==> config.mk <==
export PLATFORM = sky130hd
export DESIGN_NAME = push_arbiter_flat
export DESIGN_NICKNAME = d
export VERILOG_FILES = /design/src/rtl/push_arbiter_if.sv /design/src/rtl/push_arbiter.sv /design/src/flat_wrapper.sv
export SDC_FILE = /design/constraint.sdc
export NUM_CORES = 1
export LEC_CHECK = 0
export CAP_MARGIN = 5
export CELL_PAD_IN_SITES_DETAIL_PLACEMENT = 1
export CELL_PAD_IN_SITES_GLOBAL_PLACEMENT = 2
export CORE_UTILIZATION = 24
export CTS_CLUSTER_DIAMETER = 100
export CTS_CLUSTER_SIZE = 16
export DETAILED_ROUTE_END_ITERATION = 7
export MAX_ROUTING_LAYER = met4
export PLACE_DENSITY = 0.56
export SYNTH_ARGS = -nofsm -noshare
export SYNTH_HDL_FRONTEND = slang
export SYNTH_SLANG_ARGS = --single-unit
==> constraint.sdc <==
create_clock -name clk -period 2.3 [get_ports clk]
set_clock_uncertainty 0.05 [all_clocks]
set_input_delay 0.46 -clock clk [delete_from_list [all_inputs] [get_ports clk]]
set_output_delay 0.46 -clock clk [all_outputs]
set_load 0.1 [all_outputs]
==> src/rtl/push_arbiter_if.sv <==
// Handshake bundle between the player buttons, light sequencer and scorer.
// master drives buttons/lights; slave is the arbiter producing the round result.
interface push_arbiter_if;
   logic pbl;
   logic pbr;
   logic leds_on;
   logic winrnd;
   logic right;
   logic tie;
   logic leds_lat;
   logic busy;

   modport master (
      output pbl, pbr, leds_on,
      input  winrnd, right, tie, leds_lat, busy
   );

   modport slave (
      input  pbl, pbr, leds_on,
      output winrnd, right, tie, leds_lat, busy
   );
endinterface

==> src/rtl/push_arbiter.sv <==
// Tug-of-war front end: syncs and debounces both buttons, decides who pushed
// first (or a tie), pulses winrnd once, then locks out until both are released.
module push_arbiter #(
   parameter int DEBOUNCE_CYCLES = 16
) (
   input  logic          clk,
   input  logic          rst,
   push_arbiter_if.slave bus
);

   localparam int CW = $clog2(DEBOUNCE_CYCLES + 1);
   localparam logic [CW-1:0] LAST = CW'(DEBOUNCE_CYCLES - 1);
   localparam logic [CW-1:0] INC  = CW'(1);

   typedef enum logic {
      LOCKOUT = 1'b0,
      ARMED   = 1'b1
   } state_t;

   state_t state;
   state_t state_nx;

   // index 0 = left, index 1 = right
   logic [1:0] raw;
   logic [1:0] s1;
   logic [1:0] s;
   logic [1:0] d;
   logic [1:0] d_q;
   logic [1:0] press;
   logic [CW-1:0] cnt [2];
   logic [CW-1:0] qcnt;

   logic quiet;
   logic arm;
   logic decide;
   logic busy;

   logic winrnd;
   logic right;
   logic tie;
   logic leds_lat;

   assign raw = {bus.pbr, bus.pbl};

   always_ff @(posedge clk) begin
      if (rst) begin
         s1 <= '0;
         s  <= '0;
      end else begin
         s1 <= raw;
         s  <= s1;
      end
   end

   // a level change is taken only after DEBOUNCE_CYCLES disagreeing edges in a row
   always_ff @(posedge clk) begin
      if (rst) begin
         d   <= '0;
         d_q <= '0;
         for (int i = 0; i < 2; i++) cnt[i] <= '0;
      end else begin
         d_q <= d;
         for (int i = 0; i < 2; i++) begin
            if (s[i] != d[i]) begin
               if (cnt[i] == LAST) begin
                  d[i]   <= s[i];
                  cnt[i] <= '0;
               end else begin
                  cnt[i] <= cnt[i] + INC;
               end
            end else begin
               cnt[i] <= '0;
            end
         end
      end
   end

   assign press = d & ~d_q;
   assign quiet = ~(|s) & ~(|d);

   // quiet counter only runs in LOCKOUT, so it is zero on every entry
   always_ff @(posedge clk) begin
      if (rst) begin
         qcnt <= '0;
      end else if (state == LOCKOUT && quiet && qcnt != LAST) begin
         qcnt <= qcnt + INC;
      end else begin
         qcnt <= '0;
      end
   end

   assign arm = (state == LOCKOUT) && quiet && (qcnt == LAST);

   always_ff @(posedge clk) begin
      if (rst) state <= LOCKOUT;
      else     state <= state_nx;
   end

   always_comb begin
      state_nx = state;
      unique case (state)
         LOCKOUT: if (arm)    state_nx = ARMED;
         ARMED:   if (|press) state_nx = LOCKOUT;
         default: state_nx = LOCKOUT;
      endcase
   end

   always_comb begin
      decide = 1'b0;
      busy   = 1'b1;
      unique case (state)
         LOCKOUT: busy   = 1'b1;
         ARMED: begin
            busy   = 1'b0;
            decide = |press;
         end
         default: busy = 1'b1;
      endcase
   end

   always_ff @(posedge clk) begin
      if (rst) begin
         winrnd   <= 1'b0;
         right    <= 1'b0;
         tie      <= 1'b0;
         leds_lat <= 1'b0;
      end else begin
         winrnd <= decide;
         if (decide) begin
            tie      <= press[0] & press[1];
            right    <= press[1] & ~press[0];
            leds_lat <= bus.leds_on;
         end
      end
   end

   assign bus.winrnd   = winrnd;
   assign bus.right    = right;
   assign bus.tie      = tie;
   assign bus.leds_lat = leds_lat;
   assign bus.busy     = busy;

endmodule

==> src/flat_wrapper.sv <==
// flat-port wrapper written by rule: the top's interface ports become plain ports
module push_arbiter_flat 
#(
   parameter int DEBOUNCE_CYCLES = 16
)
  (clk, rst, bus_pbl, bus_pbr, bus_leds_on, bus_winrnd, bus_right, bus_tie, bus_leds_lat, bus_busy);
  push_arbiter_if bus_i ();
  input  logic clk;
  input  logic rst;
  input wire logic [$bits(bus_i.pbl)-1:0] bus_pbl;
  input wire logic [$bits(bus_i.pbr)-1:0] bus_pbr;
  input wire logic [$bits(bus_i.leds_on)-1:0] bus_leds_on;
  output wire logic [$bits(bus_i.winrnd)-1:0] bus_winrnd;
  output wire logic [$bits(bus_i.right)-1:0] bus_right;
  output wire logic [$bits(bus_i.tie)-1:0] bus_tie;
  output wire logic [$bits(bus_i.leds_lat)-1:0] bus_leds_lat;
  output wire logic [$bits(bus_i.busy)-1:0] bus_busy;
  assign bus_i.pbl = bus_pbl;
  assign bus_i.pbr = bus_pbr;
  assign bus_i.leds_on = bus_leds_on;
  assign bus_winrnd = bus_i.winrnd;
  assign bus_right = bus_i.right;
  assign bus_tie = bus_i.tie;
  assign bus_leds_lat = bus_i.leds_lat;
  assign bus_busy = bus_i.busy;
  push_arbiter #(.DEBOUNCE_CYCLES(DEBOUNCE_CYCLES)) u_core (.clk(clk), .rst(rst), .bus(bus_i));
endmodule
== Yosys cells after proc, flatten, opt, wreduce, memory -nomap -nowiden ==
Memory sizes are Yosys's and may differ from the RTL's.
Index checks and enable logic that the tools add are counted.
Word-level totals
  memories kept: 1
  register bits: 18
  word-level logic and storage cells: 81
  input port bits: 5
  ROM bits: 0
  bits in writable memories: 10
  bits in latches: 0
  output and inout port bits: 5
Memories
  u_core.cnt: words 2, width 5, read ports 2, clocked after Yosys merged registers in 0, write ports 2, RTL line push_arbiter.sv:30  | logic [CW-1:0] cnt [2];
Cells by class
  multiply operators: 0
  mux-type cells: 35
  shift operators: 0
  bitwise operators: 16
  div/mod/pow operators: 0
  $add $sub $neg: 3
  reductions and logical operators: 9
  order comparisons: 0
  eq/ne operators: 6
Operators with widths (count)
  2-to-1 mux 5 bit: 6
  2-to-1 mux 1 bit: 27
  adder 5 x 1 -> 5 bit (second input constant): 3
  equality test 5 x 4 -> 1 bit (second input constant): 3
  OR reduction 2 bit: 4
  OR 1 bit: 6
  inequality test 5 x 4 -> 1 bit (second input constant): 1
  inverter 1 bit: 5
  case mux 1 bit (2 select lines): 2
  AND reduction 2 bit: 2
  bitwise AND 1 bit: 3
  logical AND 1 bit: 3
  bitwise AND 2 bit: 1
  inequality test 1 bit: 2
  inverter 2 bit: 1

== Depth between registers and ports, before layout ==
  depth in word-level cells: 8
  mapped depth: 6
  gate-level depth less buffers: 6

== Worst setup path after synthesis ==
No wires, ideal clock.
  path kind: flip-flop to flip-flop
  start: memory u_core.cnt[1][0] in the netlist's numbering
  end: memory u_core.cnt[1][2] in the netlist's numbering (data pin)
  data arrival time: 1476 ps
  slack: 636 ps
  library setup time: 138 ps
  stages on the path, launching flop included: 6
  path through: edfxtp_1 > ha_1 > and3_1 > ha_1 > or3_4 > nor2_1
RTL lines (RTL line)
  start, declared: push_arbiter.sv:30

==> reports/summary.txt <==
Die Y: 70.6 um
Routed Antenna Nets: 0
register share of total power: 63.8%
port bufs: 9
routability cong.: 0.678
initial antenna violation count: 0
later-pin clock latency in the skew report: 270 ps
synth top area cells: dfxtp_1 (32%), edfxtp_1 (27%), ha_1 (6.6%)
Comb pwr share: 5.3%
Crit Reg-Reg Startpoint: u_core.cnt[1][0]
effective utilization at floorplan: 25.4%
CTS tree: built
clk sinks: 28
switching share of power: 20.8%
Commonest cells post-synth: dfxtp_1 (18), nor2_1 (17), edfxtp_1 (10)
wire length per cell: 10.9 um
grt total ovfl: 0
gr usage total: 9.01%
total power: 0.000841 W
Die X-Extent: 70.6 um
Core ar.: 4440 sq um
clock tree buffer depth: 2
mapped cell area: 1130 sq um
Layout area overhead: 19.6%
routed via count: 712
RSZ-0062 raised after global routing: no
Critical path origin: u_core.cnt[1][0]
Hold Buf Count CTS: 0
vias in the first global route: 731
Worst IR Drop VDD: 0.193 mV
ANT cells: 0
total of max-cap violations: 0
final core occ: 30.4%
Die Area: 4990 sq um
Yosys top cell by area: dfxtp_1
placed instance count: 171
TNS Setup: 0 ps
worst hold start: u_core.s1[1]
final setup vio count: 0
switching power total: 0.000175 W
DR iter-0 viols: 48
Tmin final: 1810 ps
root buf cell: clkbuf_8
Synth Flop Type: dfxtp_1
Clk pwr share: 31.0%
Vias/cell: 4.09
IO Pins: 10
Reg2Reg Depth: 5
layout cells sized above 1: 9.84%
first-pass iteration count of the detailed router: 5
Post-synth EDFFs: 10
CP Capture Type: register
worst endpoint required time: 2380 ps
Int Pwr: 0.000667 W
Final Non-Filler Cells: 174
Clock transition at path regs: 90 ps
Num CTS Buffers: 3
syn avg cell area: 11.2 sq um
max-slew violations: 0
Hold Crit Depth: 1
HPWL Detailed: 1480 um
Setup Fix Bufs, Post-CTS: 0
Tcrit/Tclk final: 78.9%
fmax: 0.551 GHz
final wirelength: 1890 um
top-count cell post-synth: dfxtp_1
Leak Pwr: 0.535 nW
Final Hold Viols: 0
CTS H-tree lvls: 1
async set-or-reset flop fraction in the synthesized netlist: 0%
CP arrival: 1900 ps
first-pass GRT wire length: 3350 um
Mapped Cells: 101
top cell type's share of synthesized area: 31.9%
nets@finish: 135
outcome: complete, but fails checks
critical path class: reg -> reg
CP Launch Type: register
Resized cells post-CTS: 0
synth warn: 0
fillcell total: 506
Hold Crit Class: reg -> reg
Power per Cell Area: 623 nW/um^2
CP Max Fanout: 5
synth unique cells: 22
largest net degree at the start of global routing: 15
row cnt: 24
part of the Yosys area used for sequential elements: 58.5%
failing checks: DRC
Remaining DRCs: 2
#FFs+latches synth: 28
-- flip-flops by register name, indices dropped and copies added (netlist names) --
signal               flops
u_core.s                 2
u_core.state             1
u_core.qcnt              5
u_core.bus.winrnd        1
u_core.s1                2
u_core.cnt              10
u_core.d                 2
u_core.d_q               2
u_core.bus.right         1
u_core.bus.tie           1
u_core.bus.leds_lat      1
-- cell usage in the layout, fill, tap and decap left out, types with 5 or more instances in the layout --
cell type,Yosys,layout
buf_4,0,6
conb_1,1,10
dfxtp_1,18,18
edfxtp_1,10,10
ha_1,6,6
inv_1,6,6
nand2b_1,6,6
nor2_1,17,17
nor2b_1,7,7
xnor2_1,5,5
-- path summary, 6_finish.rpt --
| check | end | slack (ps) |
|---|---|---|
| setup / recovery | u_core.cnt[1][3] | 490 |
| hold reg to reg | u_core.s[1] | 400 |
| setup reg to reg | u_core.cnt[1][3] | 490 |
| hold / removal | u_core.s[1] | 400 |
-- metal layers --
metal | wire length (um) | track usage [%] | up-vias
met5 | 0 | - | -
met4 | 29 | 3.33 | 0
met3 | 66 | 2.28 | 4
met2 | 803 | 13.6 | 11
met1 | 988 | 11.7 | 330
li1 | - | - | 367
-- area by class of cell --
cell class	instances	area (sq um)	share of cell area, %
flip-flops and latches	28	661	48.9
multi-input cells	75	477	35.3
repair buffers	10	85.1	6.30
well taps	52	65.1	4.81
clock buffers	3	41.3	3.06
inverters	6	22.5	1.67
-- critical path, cell delays in order (launching register included) --
cell and delay [ps]:
edfxtp_1 440, ha_1 260, and3_1 190, ha_1 220
or3_4 410, nor2_1 120
-- metrics by stage --
stage,hold slack (ps),instance area [sq um],setup WS (ps)
after CTS,403,1350,471
after global routing,421,1350,414
final,398,1350,486
after global placement,371,1310,421
after floorplan,364,1160,636
after detailed placement,378,1310,420
-- power groups by stage --
| stage | logic (W) | registers [W] | clock network (W) |
|---|---|---|---|
| after floorplan | 0.0000284 | 0.000545 | 0 |
| after detailed placement | 0.0000448 | 0.000548 | 0 |
| final | 0.0000442 | 0.000537 | 0.000261 |
| after global routing | 0.0000517 | 0.000539 | 0.000292 |
| after CTS | 0.0000452 | 0.000537 | 0.000274 |
| after global placement | 0.0000431 | 0.000547 | 0 |
-- cells by family after synthesis --
logic type	after synthesis	synth area share, %
flip-flops	28	58.5
other	1	0.332
XOR/XNOR	8	6.20
AO/OA/AOI/OAI	4	2.55
buffers and inverters	7	2.33
AND/OR/NAND/NOR	44	20.8
adder cells (fa/ha/maj)	6	6.64
multiplexers	3	2.66
Note: power is estimated with default switching activity, not from simulation.
